### src/rtl/prio_queue_ctrl.sv
// Serial frame receiver: hunts preamble/SFD, captures {src,dst,serv,data}, and feeds
// four per-priority FIFOs drained through a strict-priority valid/ready output register.
module prio_queue_ctrl #(
  parameter int         DEPTH    = 4,
  parameter logic [7:0] PREAMBLE = 8'hAB,
  parameter logic [7:0] SFD      = 8'h28
) (
  input  logic        ser_clk,
  input  logic        reset_n,
  input  logic        ser_in,
  input  logic        out_ready,
  output logic        out_valid,
  output logic [1:0]  out_prio,
  output logic [7:0]  out_src,
  output logic [7:0]  out_dst,
  output logic [15:0] out_data,
  output logic [19:0] q_level,
  output logic [3:0]  q_full,
  output logic        drop_pulse,
  output logic [7:0]  drop_cnt,
  output logic        frame_err
);

  localparam int         PW      = $clog2(DEPTH);
  localparam logic [4:0] LVL_MAX = 5'(DEPTH);

  typedef enum logic [1:0] {HUNT, SFD_CHK, CAPTURE, ENQ} state_t;

  state_t      state, state_nxt;
  logic [6:0]  sr;
  logic [7:0]  window;
  logic [5:0]  bitcnt, bitcnt_nxt;
  logic [39:0] cap;
  logic        enq;
  logic        frame_err_nxt;

  // Only the seven newest bits need storing; the eighth is the bit arriving this edge.
  assign window = {sr, ser_in};

  // NOTE: sequential state uses non-blocking assignments so every register sees pre-edge values.
  always_ff @(posedge ser_clk or negedge reset_n) begin
    if (!reset_n) begin
      state     <= HUNT;
      bitcnt    <= '0;
      sr        <= '0;
      frame_err <= 1'b0;
    end else begin
      state     <= state_nxt;
      bitcnt    <= bitcnt_nxt;
      sr        <= window[6:0];
      frame_err <= frame_err_nxt;
    end
  end

  // NOTE: every signal driven here gets a default first, so no path can infer a latch.
  always_comb begin
    state_nxt     = state;
    bitcnt_nxt    = bitcnt + 6'd1;
    frame_err_nxt = 1'b0;
    enq           = 1'b0;
    case (state)
      HUNT: begin
        bitcnt_nxt = '0;
        if (window == PREAMBLE) state_nxt = SFD_CHK;
      end
      SFD_CHK: begin
        if (bitcnt == 6'd7) begin
          bitcnt_nxt = '0;
          if (window == SFD) begin
            state_nxt = CAPTURE;
          end else begin
            state_nxt     = HUNT;
            frame_err_nxt = 1'b1;
          end
        end
      end
      CAPTURE: begin
        if (bitcnt == 6'd39) begin
          bitcnt_nxt = '0;
          state_nxt  = ENQ;
        end
      end
      ENQ: begin
        enq       = 1'b1;
        state_nxt = HUNT;
      end
      default: state_nxt = HUNT;
    endcase
  end

  always_ff @(posedge ser_clk or negedge reset_n) begin
    if (!reset_n) cap <= '0;
    else if (state == CAPTURE) cap <= {cap[38:0], ser_in};
  end

  logic [7:0]    serv;
  logic [1:0]    tgt;
  logic [31:0]   mem [4][DEPTH];
  logic [PW-1:0] wr_ptr [4];
  logic [PW-1:0] rd_ptr [4];
  logic [4:0]    level [4];
  logic [3:0]    push, pop, nonempty;
  logic          drop, load, any_ne;
  logic [1:0]    sel;
  logic [31:0]   head;

  assign serv = cap[23:16];
  assign tgt  = (serv >= 8'd3) ? 2'd3 : serv[1:0];

  always_comb begin
    push = '0;
    pop  = '0;
    for (int i = 0; i < 4; i++) begin
      q_full[i]   = (level[i] == LVL_MAX);
      nonempty[i] = (level[i] != 5'd0);
    end
    // Full test uses pre-edge levels: a pop on the same edge never makes room.
    drop      = enq && q_full[tgt];
    push[tgt] = enq && !q_full[tgt];
    if (nonempty[3])      sel = 2'd3;
    else if (nonempty[2]) sel = 2'd2;
    else if (nonempty[1]) sel = 2'd1;
    else                  sel = 2'd0;
    any_ne   = |nonempty;
    load     = !out_valid || out_ready;
    pop[sel] = load && any_ne;
  end

  assign head = mem[sel][rd_ptr[sel]];

  // NOTE: FIFO storage has no reset; pointers and levels alone decide which entries are live.
  always_ff @(posedge ser_clk) begin
    for (int i = 0; i < 4; i++) begin
      if (push[i]) mem[i][wr_ptr[i]] <= {cap[39:24], cap[15:0]};
    end
  end

  always_ff @(posedge ser_clk or negedge reset_n) begin
    if (!reset_n) begin
      for (int i = 0; i < 4; i++) begin
        wr_ptr[i] <= '0;
        rd_ptr[i] <= '0;
        level[i]  <= '0;
      end
    end else begin
      for (int i = 0; i < 4; i++) begin
        if (push[i]) wr_ptr[i] <= wr_ptr[i] + PW'(1);
        if (pop[i])  rd_ptr[i] <= rd_ptr[i] + PW'(1);
        if (push[i] && !pop[i])      level[i] <= level[i] + 5'd1;
        else if (!push[i] && pop[i]) level[i] <= level[i] - 5'd1;
      end
    end
  end

  always_ff @(posedge ser_clk or negedge reset_n) begin
    if (!reset_n) begin
      out_valid <= 1'b0;
      out_prio  <= '0;
      out_src   <= '0;
      out_dst   <= '0;
      out_data  <= '0;
    end else if (load) begin
      if (any_ne) begin
        out_valid <= 1'b1;
        out_prio  <= sel;
        out_src   <= head[31:24];
        out_dst   <= head[23:16];
        out_data  <= head[15:0];
      end else begin
        out_valid <= 1'b0;
      end
    end
  end

  always_ff @(posedge ser_clk or negedge reset_n) begin
    if (!reset_n) begin
      drop_pulse <= 1'b0;
      drop_cnt   <= '0;
    end else begin
      drop_pulse <= drop;
      if (drop && drop_cnt != 8'hFF) drop_cnt <= drop_cnt + 8'd1;
    end
  end

  assign q_level = {level[3], level[2], level[1], level[0]};

endmodule
### config.mk
export PLATFORM = sky130hd
export DESIGN_NAME = prio_queue_ctrl
export DESIGN_NICKNAME = d
export VERILOG_FILES = /design/src/rtl/prio_queue_ctrl.sv
export SDC_FILE = /design/constraint.sdc
export NUM_CORES = 1
export LEC_CHECK = 0
export CORE_MARGIN = 2
export CORE_UTILIZATION = 24
export CTS_CLUSTER_SIZE = 12
export DETAILED_ROUTE_END_ITERATION = 16
export MAX_ROUTING_LAYER = met4
export REMOVE_ABC_BUFFERS = 1
export SLEW_MARGIN = 20
export SYNTH_ARGS = -nofsm -noshare
export SYNTH_HDL_FRONTEND = slang
export SYNTH_SLANG_ARGS = --single-unit
export TNS_END_PERCENT = 50
### constraint.sdc
create_clock -name ser_clk -period 4.6 [get_ports ser_clk]
set_clock_uncertainty 0.1 [all_clocks]
set_input_delay 0.92 -clock ser_clk [delete_from_list [all_inputs] [get_ports ser_clk]]
set_output_delay 0.92 -clock ser_clk [all_outputs]
set_load 0.01 [all_outputs]
* Yosys cells after proc, flatten, opt, wreduce, memory -nomap -nowiden
Memories as Yosys holds them, arrays and structs flattened.
Cells that the tools add are included.
W data, S select, Z words.
** Storage, ports and cells
- Register bits after elaboration :: 136
- Memory bits (writable) :: 512
- Bits of input ports :: 4
- Output and inout bits :: 69
- Logic and storage cells :: 187
- Memories kept :: 1
** Operators by class
- $add $sub $neg :: 18
- Magnitude comparators :: 15
- Equal/unequal tests :: 15
- Muxes and demuxes :: 62
- Bitwise operators :: 8
- Reductions and logical operators :: 44
** Memory list
- mem :: words 4, width 128, rd ports 1, clocked after Yosys merged registers in 0, wr ports 1, line 98 : logic [31:0] mem [4][DEPTH];
** Operators with widths (number)
- $mux W128 :: 10
- $reduce_or A128 Y1 :: 3
- $demux W32 S2 :: 4
- $mux W32 :: 6
- $bmux W32 S2 :: 1
- $mux W5 :: 8
- $mux W2 :: 12
- $add A5 B1 Y5 const B :: 4
- $eq A5 B3 Y1 const B :: 4
- $reduce_bool A5 Y1 :: 4
- $sub A5 B1 Y5 const B :: 4
- $ge A3 B3 Y1 const B :: 6
- $logic_and A1 B1 Y1 :: 18
- $not A2 Y3 :: 6
- $pmux W6 S3 :: 1
- $add A2 B1 Y2 const B :: 8
- $mux W1 :: 13
- $lt A3 B1 Y1 const B :: 4
- $mux W6 :: 2
- $logic_not A1 Y1 :: 10
- $add A8 B1 Y8 const B :: 1
- $and A4 B4 Y4 :: 2
- $eq A8 B6 Y1 const B :: 1
- $eq A8 B8 Y1 const B :: 1
- 20 further kinds :: 29

* Depth between registers and ports, before layout
Gate-level depths: netlist of the first run.
- Word-level depth :: 13
- Mapped depth :: 14
- Depth with buffers taken out :: 13

* Worst setup path after synthesis of the first run
OpenSTA, ideal clock, no wires.
- Path type :: register -> register
- From :: reg level, in the netlist q_level[16]
- To :: reg level, in the netlist q_level[9]
- Library setup time :: 127 ps
- Arrival time :: 3227 ps
- Required time :: 4373 ps
- Path slack :: 1146 ps
- Cell stages (with the launch flop) :: 14
- Path buffers :: 2
- Period minus slack after synthesis :: 3454 ps
- Cell sequence :: dfrtp_1 -> or4_4 -> nor4_4 -> clkbuf_1 -> buf_2 -> nand3_1 -> ha_1 -> inv_1 -> ha_1 -> a21o_1 -> a21oi_1 -> xnor2_1 -> nor2_1 -> xor2_1
** Between the ends
- Longest elaborated chain between the ends :: 10
- Elaborated cells between the ends (all ways) :: 22
- Those cells by class :: order compare: 2; eq/ne: 1; mux: 6; bitwise: 2; reduce/logical: 11
** RTL lines
- start: declaration :: line 101 : logic [4:0] level [4];
- start signal: indexed assignment :: line 149 : if (push[i] && !pop[i]) level[i] <= level[i] + 5'd1;
- start signal: indexed assignment :: line 150 : else if (!push[i] && pop[i]) level[i] <= level[i] - 5'd1;
- $reduce_bool A5 Y1 :: line 115 : nonempty[i] = (level[i] != 5'd0);
- $mux W2 :: line 120 : if (nonempty[3]) sel = 2'd3;
- $lt A2 B3 Y1 (implied by the code) or $ge A2 B1 Y1 (tied branches) :: line 126 : pop[sel] = load && any_ne;
- $logic_and A1 B1 Y1 :: line 126
- $mux W1 (implied by the code) :: line 126
- $demux W1 S2 :: line 126
- $and A4 B4 Y4 (no line)
- $logic_not A1 Y1 :: line 149
- $logic_and A1 B1 Y1 :: line 149
- $mux W5 or $reduce_bool A2 Y1 (tied branches)
Parallel ways exist; a longest one is shown, timed or not. The select of a mux whose other input is x is not followed.
A chain may end at the register's enable or synchronous reset.

* Worst setup path in the final report of the first run
- From :: reg level, in the netlist q_level[15]
- To :: out q_full[3]
** Between the ends
- Longest elaborated chain between the ends :: 1
** RTL lines
- $eq A5 B3 Y1 :: line 114 : q_full[i] = (level[i] == LVL_MAX);
- end: declaration :: line 18 : output logic [3:0] q_full,
Every way passes these cells.

==> impl_metrics.csv, run 1 <==
group,metric,value,unit
synthesis,synthMuxAreaShare,6.98,%
placement,placed_cell_area,28100,µm²
sta,tightestPinTransition,959,ps
global_route,gr-usage-all-layers,12.2,%
clocking,cts_made_buffers,68,
final_layout,fillers,10400,
synthesis,syn_inst,1547,
setup_path,reg2reg_depth,12,
placement,gp_congestion,0.763,
synthesis,netlist_area,25500,µm²
synthesis,synth_edf_count,512,
synthesis,synth_xor_area_share,1.48,%
synthesis,synth.ff_latch_count,648,
synthesis,synth_top_family_by_area,"compound AO/OA/AOI/OAI gates",
global_route,grt_antenna_before_repair,0,
global_route,grt_pass1_vias,15000,
setup_path,end_kind,"output port",
sta,timing.final.ws_setup,785,ps
sta,fin_crit,3820,ps
global_route,grt_pass1_wl,97.4,mm
sta,setup_viol,0,
clocking,clockBufferDepth,3,
floorplanning,die_h,330,µm
detailed_routing,wl_per_cell,21.3,µm
setup_path,cp_cell_sequence,"nor4_1, nand2_1, inv_1, clkdlybuf4s50_1",
detailed_routing,viasPerCell,4.72,
detailed_routing,routed_wl,65.5,mm
clocking,cts_setup_buffers,0,
sta,hold_viol,0,
floorplanning,start_util,24.2,%
synthesis,ys_async_sr_fraction,21.0,%
job,maxCapViolCount,0,
setup_path,crit_cells,4,
power_and_ir_drop,power.density,445,nW/µm²
sta,slew_viol_final,0,
outcome,violations,"design-rule violations",
synthesis,yosysSeqAreaShare,73.6,%
clocking,ctsHoldBuffers,0,
clocking,clock-root-buffer,"clkbuf_16",
clocking,clk_pin_slew_worst_paths,60,ps
setup_path,path_buf_inv,2,
final_layout,final_nets,1678,
final_layout,diodes,0,
final_layout,postLayoutCellArea,30200,µm²
floorplanning,dieArea,109000,µm²
global_route,overflow,0,
setup_path,r2r_slack,840,ps
power_and_ir_drop,ir_drop,0.237,mV
synthesis,synth_compound_area_share,9.44,%
detailed_routing,initialDrtViolationCount,1609,
floorplanning,fp.coreArea,105000,µm²
detailed_routing,dr.pass1.iters,14,
floorplanning,ioPinCount,73,
setup_path,cp_slowest_cell,"nor4_1",
synthesis,yosys_warnings,0,
final_layout,multi_input_area,6290,µm²
setup_path,critPathMaxStageDelay,840,ps
clocking,htreeDepth,3,
setup_path,crit_type,"reg -> out",
sta,fmax,0.262,GHz
setup_path,worst_setup_path_start_kind,"flop",
setup_path,r2r-end,"q_level[9]$_DFFE_PN0P_",
setup_path,r2r_start,"cap[23]$_DFFE_PN0P_",
final_layout,regArea,18800,µm²
floorplanning,die_x,330,µm
placement,post-place-ws,765,ps
setup_path,cp.arrival,2800,ps
clocking,clock_sink_count,648,
global_route,grt_max_degree,129,
setup_path,worstSetupStartpoint,"q_level[15]$_DFFE_PN0P_",
setup_path,critPathMaxFanout,6,
detailed_routing,antenna_left,0,
min_path,hp-class,"in -> async",
outcome,status,"finished with violations",
synthesis,yosys.area_share.simple,4.44,%
synthesis,avgSynthCellArea,16.5,µm²
placement,io_buffers,72,
synthesis,synth.distinct_cells,51,
clocking,clk_latency,610,ps
floorplanning,rows,119,
sta,finalCritPeriodShare,82.9,%
final_layout,post_route_cells_drive_above_1_share,17.0,%
synthesis,synth_adder_area_share,2.03,%
synthesis,synthFlopType,"edfxtp_1",
setup_path,crit_end,"q_full[3]",
detailed_routing,num_vias,14500,
placement,dp_hpwl,35.7,mm
final_layout,syn_to_final_growth,18.4,%
detailed_routing,drc_errors,4,
clocking,cts_resized,0,
setup_path,path_delay_family,"simple AND/OR/NAND/NOR gates",
clocking,cts_tree,"done",
sta,max_slew_margin,35.5,%
sta,rsz0062_at_grt,"no",
setup_path,worstPathRequired,3580,ps
power_and_ir_drop,leakage,0.00959,µW
==> power breakdown <==
| group | total, µW | switching (µW) | internal [µW] |
|---|---|---|---|
| registers | 6650 | 215 | 6430 |
| clock network | 5240 | 2200 | 3050 |
| logic | 1560 | 875 | 689 |
==> area by class of cell <==
| class | instances | area share (%) |
|---|---|---|
| Sequential cell | 648 | 62.1 |
| Timing Repair Buffer | 115 | 3.87 |
| Clock buffer | 111 | 6.51 |
| Clock inverter | 14 | 0.493 |
| Tap cell | 1391 | 5.76 |
| Inverter | 32 | 0.398 |
| Multi-Input combinational cell | 770 | 20.8 |
==> synth_stat cells (2+ instances only) <==
| cell type | instances | area (µm²) |
|---|---|---|
| and2_1 | 19 | 119 |
| fa_1 | 4 | 80.1 |
| mux2_2 | 128 | 1440 |
| a222oi_1 | 94 | 941 |
| xnor2_1 | 27 | 236 |
| buf_1 | 4 | 15.0 |
| or4_1 | 3 | 22.5 |
| nor2_1 | 24 | 90.1 |
| dfrtp_1 | 136 | 3400 |
| a211oi_1 | 33 | 248 |
| a22o_1 | 32 | 280 |
| ha_1 | 35 | 438 |
| o21ai_0 | 23 | 115 |
| buf_4 | 4 | 30.0 |
| o211ai_1 | 2 | 15.0 |
| a21oi_1 | 12 | 60.1 |
| clkbuf_1 | 63 | 236 |
| inv_1 | 32 | 120 |
| nor4_1 | 6 | 37.5 |
| a21o_1 | 9 | 67.6 |
| nand4_1 | 4 | 25.0 |
| mux2i_1 | 34 | 340 |
| a221oi_1 | 32 | 280 |
| nand2_1 | 154 | 578 |
| nor3_1 | 5 | 25.0 |
| xor2_1 | 16 | 140 |
| nand3_1 | 15 | 75.1 |
| a22oi_1 | 2 | 15.0 |
| a221o_1 | 31 | 310 |
| nand2b_1 | 6 | 37.5 |
| edfxtp_1 | 512 | 15400 |
| nor4b_1 | 3 | 26.3 |
| buf_2 | 25 | 125 |
==> layout by cell type (no fill, tap or decap), types with 27 or more instances in the layout <==
| cell | count |
|---|---|
| dfrtp_1 | 136 |
| buf_4 | 33 |
| a211oi_1 | 32 |
| a221oi_1 | 32 |
| clkbuf_16 | 70 |
| a22o_1 | 32 |
| xnor2_1 | 27 |
| edfxtp_1 | 512 |
| clkdlybuf4s50_1 | 71 |
| clkbuf_1 | 35 |
| nand2_1 | 154 |
| a221o_1 | 31 |
| mux2i_1 | 34 |
| mux2_2 | 128 |
| ha_1 | 35 |
| a222oi_1 | 94 |
| inv_1 | 32 |
==> stage by stage <==
stage / std cells / TNS, ps / hold slack [ps] / power (µW) / utilization, %
finish: 3081 / 0 / 262 / 13500 / 28.7
global route: 3081 / 0 / 298 / 13900 / 28.7
CTS: 3081 / 0 / 283 / 13600 / 28.7
detailed placement: 2956 / 0 / 261 / 8370 / 26.7
global placement: 2956 / 0 / 259 / 8340 / 26.7
floorplan: 1450 / -137820 / 246 / 7430 / -
==> kinds of logic after synthesis <==
kind of cell,Yosys count
DFF,648
AOI/OAI and AO/OA,278
and+or+nand+nor,248
muxes,162
buffers and inverters,129
xor gates and xnor gates,43
adders and majority gates,39
==> worst reg2reg max path: cells and delay by family (launching register included) <==
kind / cells / cell delay, ps
adder cells (fa/ha/maj): 2 / 680
AO/OA/AOI/OAI: 2 / 370
XOR/XNOR: 2 / 300
AND/OR/NAND/NOR: 5 / 1670
buffers and inverters: 1 / 130
flip-flops: 1 / 390
==> registers in the layout, indices dropped and copies added, names as in the netlist, 2 cells and up, named ones only <==
name	count
out_dst	8
mem	512
wr_ptr	8
out_data	16
out_prio	2
drop_cnt	8
q_level	20
sr	7
cap	40
out_src	8
rd_ptr	8
bitcnt	6
==> layer usage <==
layer	wire length [µm]	GRT usage, %
met4	1460	3.38
met5	0	-
met2	31400	19.6
met3	4120	2.39
met1	28500	15.8
==> worst min path at each step <==
stage                          from                   to  slack [ps]  depth (start not counted)
floorplan           sr[4]$_DFF_PN0_      sr[5]$_DFF_PN0_         250                          0
global placement    sr[4]$_DFF_PN0_      sr[5]$_DFF_PN0_         260                          0
detailed placement  sr[3]$_DFF_PN0_      sr[4]$_DFF_PN0_         260                          0
CTS                 sr[4]$_DFF_PN0_      sr[5]$_DFF_PN0_         280                          0
global route        sr[4]$_DFF_PN0_      sr[5]$_DFF_PN0_         300                          0
finish                      reset_n  frame_err$_DFF_PN0_         260                          1
No activity file was read; power rests on OpenSTA's default activity.
==> run 2: changes to the inputs <==
==> constraint.sdc (replaced) <==
create_clock -name ser_clk -period 3.75 [get_ports ser_clk]
set_clock_uncertainty 0.1 [all_clocks]
set_input_delay 0.75 -clock ser_clk [delete_from_list [all_inputs] [get_ports ser_clk]]
set_output_delay 0.75 -clock ser_clk [all_outputs]
set_load 0.01 [all_outputs]
==> run 2 against run 1 <==
Compared with the run above:
- the flow still finishes with violations (design-rule violations)
- sequential power increased by 22%
- clock power rose by 22%
- largest power group unchanged
- sequential cell count did not move
- sequential share of layout area down 0.43 points
- cell area up 0.70%
- core utilization up 0.20 points
- total power is 22% higher
- clock-buffer cell count decreased by 6
- die area is the same
- highest routed layer unchanged
- combinational power increased by 28%
- worst hold slack improved by 19 ps
- setup slack worse by 620 ps
==> impl_metrics.csv, run 2 (synthesis results as in run 1) <==
group,metric,value,unit
power_and_ir_drop,comb_power_share,12.1,%
final_layout,layout_common_cells,"edfxtp_1 (512), nand2_1 (154), dfrtp_1 (136)",
final_layout,final_common_cell,"edfxtp_1",
floorplanning,die_x,330,µm
global_route,grt_use_met2,19.6,%
power_and_ir_drop,p_switching,4110,µW
setup_path,critPathMaxFanout,6,
detailed_routing,initialDrtViolationCount,1638,
final_layout,final_nets,1689,
sta,setup_viol,0,
final_layout,stdcell_count,3090,
min_path,hp-class,"reg -> reg",
power_and_ir_drop,clkPwrFrac,38.7,%
setup_path,cp_cell_sequence,"or4_1, nor2_1, buf_4, clkdlybuf4s50_1",
sta,slew_viol_final,0,
final_layout,postLayoutCellArea,30400,µm²
global_route,global_route.usage.met1,15.8,%
outcome,status,"finished with violations",
final_layout,syn_to_final_growth,19.2,%
power_and_ir_drop,pwr-share-seq,49.3,%
clocking,clockBufferDepth,3,
power_and_ir_drop,ir_drop,0.276,mV
power_and_ir_drop,power.density,541,nW/µm²
floorplanning,rows,119,
detailed_routing,num_vias,14500,
placement,placed_cell_area,28300,µm²
floorplanning,dieArea,109000,µm²
detailed_routing,wl_per_cell,21.1,µm
sta,fmax,0.279,GHz
outcome,violations,"design-rule violations",
clocking,clock-root-buffer,"clkbuf_16",
placement,placedCellCount,2966,
clocking,clock_sink_count,648,
detailed_routing,antenna_left,0,
clocking,cts_made_buffers,68,
clocking,htreeDepth,3,
sta,timing.final.ws_setup,161,ps
sta,finalCritPeriodShare,95.7,%
placement,gp_congestion,0.760,
final_layout,largest_reg_flops,512,
global_route,overflow,0,
clocking,clk_pin_slew_worst_paths,60,ps
setup_path,worstPathRequired,2900,ps
floorplanning,start_util,24.2,%
setup_path,critPathMaxStageDelay,650,ps
setup_path,crit_type,"reg -> out",
global_route,gr-usage-all-layers,12.3,%
setup_path,cp_slowest_cell,"or4_1",
sta,hold_viol,0,
global_route,grt_pass1_vias,14800,
setup_path,end_kind,"output port",
detailed_routing,viasPerCell,4.69,
setup_path,path_delay_family,"simple AND/OR/NAND/NOR gates",
power_and_ir_drop,p_int,12400,µW
setup_path,path_buf_inv,2,
global_route,gr-max-usage-layer,"met2",
final_layout,diodes,0,
global_route,grt_max_degree,130,
global_route,use_met3,2.88,%
detailed_routing,routed_wl,65.3,mm
sta,rsz0062_at_grt,"no",
final_layout,fillers,10400,
job,maxCapViolCount,0,
setup_path,worst_setup_path_start_kind,"flop",
detailed_routing,dr.pass1.iters,15,
floorplanning,die_h,330,µm
floorplanning,ioPinCount,73,
sta,max_slew_margin,35.6,%
placement,dp_hpwl,33.9,mm
power_and_ir_drop,power.share.switching,24.9,%
power_and_ir_drop,leakage,0.00965,µW
global_route,grt_antenna_before_repair,1,
setup_path,cp.arrival,2740,ps
clocking,clk_latency,610,ps
floorplanning,fp.coreArea,105000,µm²
global_route,grt_pass1_wl,96.7,mm
sta,fin_crit,3590,ps
detailed_routing,drc_errors,4,
placement,io_buffers,72,
clocking,cts_tree,"done",
placement,post-place-ws,231,ps
final_layout,post_route_cells_drive_above_1_share,17.5,%
sta,tightestPinTransition,964,ps
[run 2: cell count changes in the layout (fill, tap and decap cells not counted), moves of 2 or more]
cell / delta
clkbuf_1: -3
buf_4: -3
clkbuf_8: -2
buf_12: +12
clkinv_16: +2
[run 2: layer usage]
metal | vias to the layer above | part of all wire, %
met4 | 0 | 2.0
met2 | 544 | 47
met5 | - | 0
met3 | 96 | 7.6
met1 | 7507 | 43
li1 | 6355 | -
[run 2: path summary, 6_finish.rpt]
kind	startpoint	end	cells past startpoint	slack, ps
max in group asynchronous	reset_n	cap[10]$_DFFE_PN0P_	3	2180
min	sr[4]$_DFF_PN0_	sr[5]$_DFF_PN0_	0	280
max	q_level[11]$_DFFE_PN0P_	q_full[2]	4	160
max reg2reg	q_level[6]$_DFFE_PN0P_	q_level[4]$_DFFE_PN0P_	12	270
min reg2reg	sr[4]$_DFF_PN0_	sr[5]$_DFF_PN0_	0	280
min in group asynchronous	reset_n	sr[1]$_DFF_PN0_	2	580
[run 2: power by group through the flow]
stage                     combinational, µW  clock [µW]  sequential, µW
after CTS                              2040        6480            8120
after global placement                 2020           0            8260
after floorplan                         841           0            8270
final                                  1990        6370            8110
after global routing                   2140        6780            8140
after detailed placement               2030           0            8260
[run 2: area by class of cell]
type                    count  area, µm²  share of cell area (%)
inverters                  32        120                   0.395
clock inverters            18        191                   0.629
flip-flops and latches    648      18800                    61.7
clock buffers             105       1900                    6.25
multi-input cells         770       6290                    20.7
well taps                1391       1740                    5.72
repair buffers            126       1410                    4.63
[run 2: stage by stage]
step | total power (µW) | setup TNS (ps) | hold slack, ps | utilization (%)
2_1_floorplan | 9110 | -187810 | 246 | -
3_3_place_gp | 10300 | 0 | 258 | 26.9
3_5_place_dp | 10300 | 0 | 259 | 26.9
4_1_cts | 16600 | 0 | 281 | 28.9
5_1_grt | 17100 | 0 | 299 | 28.9
6_report | 16500 | 0 | 281 | 28.9
[run 2: what timing repair did]
item | in CTS | in global routing
hold endpoints to repair | 1 | 0
setup endpoints to repair | 0 | 2
resized for setup | 0 | 1
hold buffers | 1 | 0
setup buffers | 0 | 0
[run 2: worst reg2reg max path, stage by stage (launching register included)]
cell and delay (ps):
dfrtp_1 440, or4_1 620, nor4b_1 440, a21oi_1 180, nand2_1 140, ha_1 200, inv_1 110, fa_1 410
a21o_1 170, a21oi_1 180, xnor2_1 150, nor2_1 70, xor2_1 140
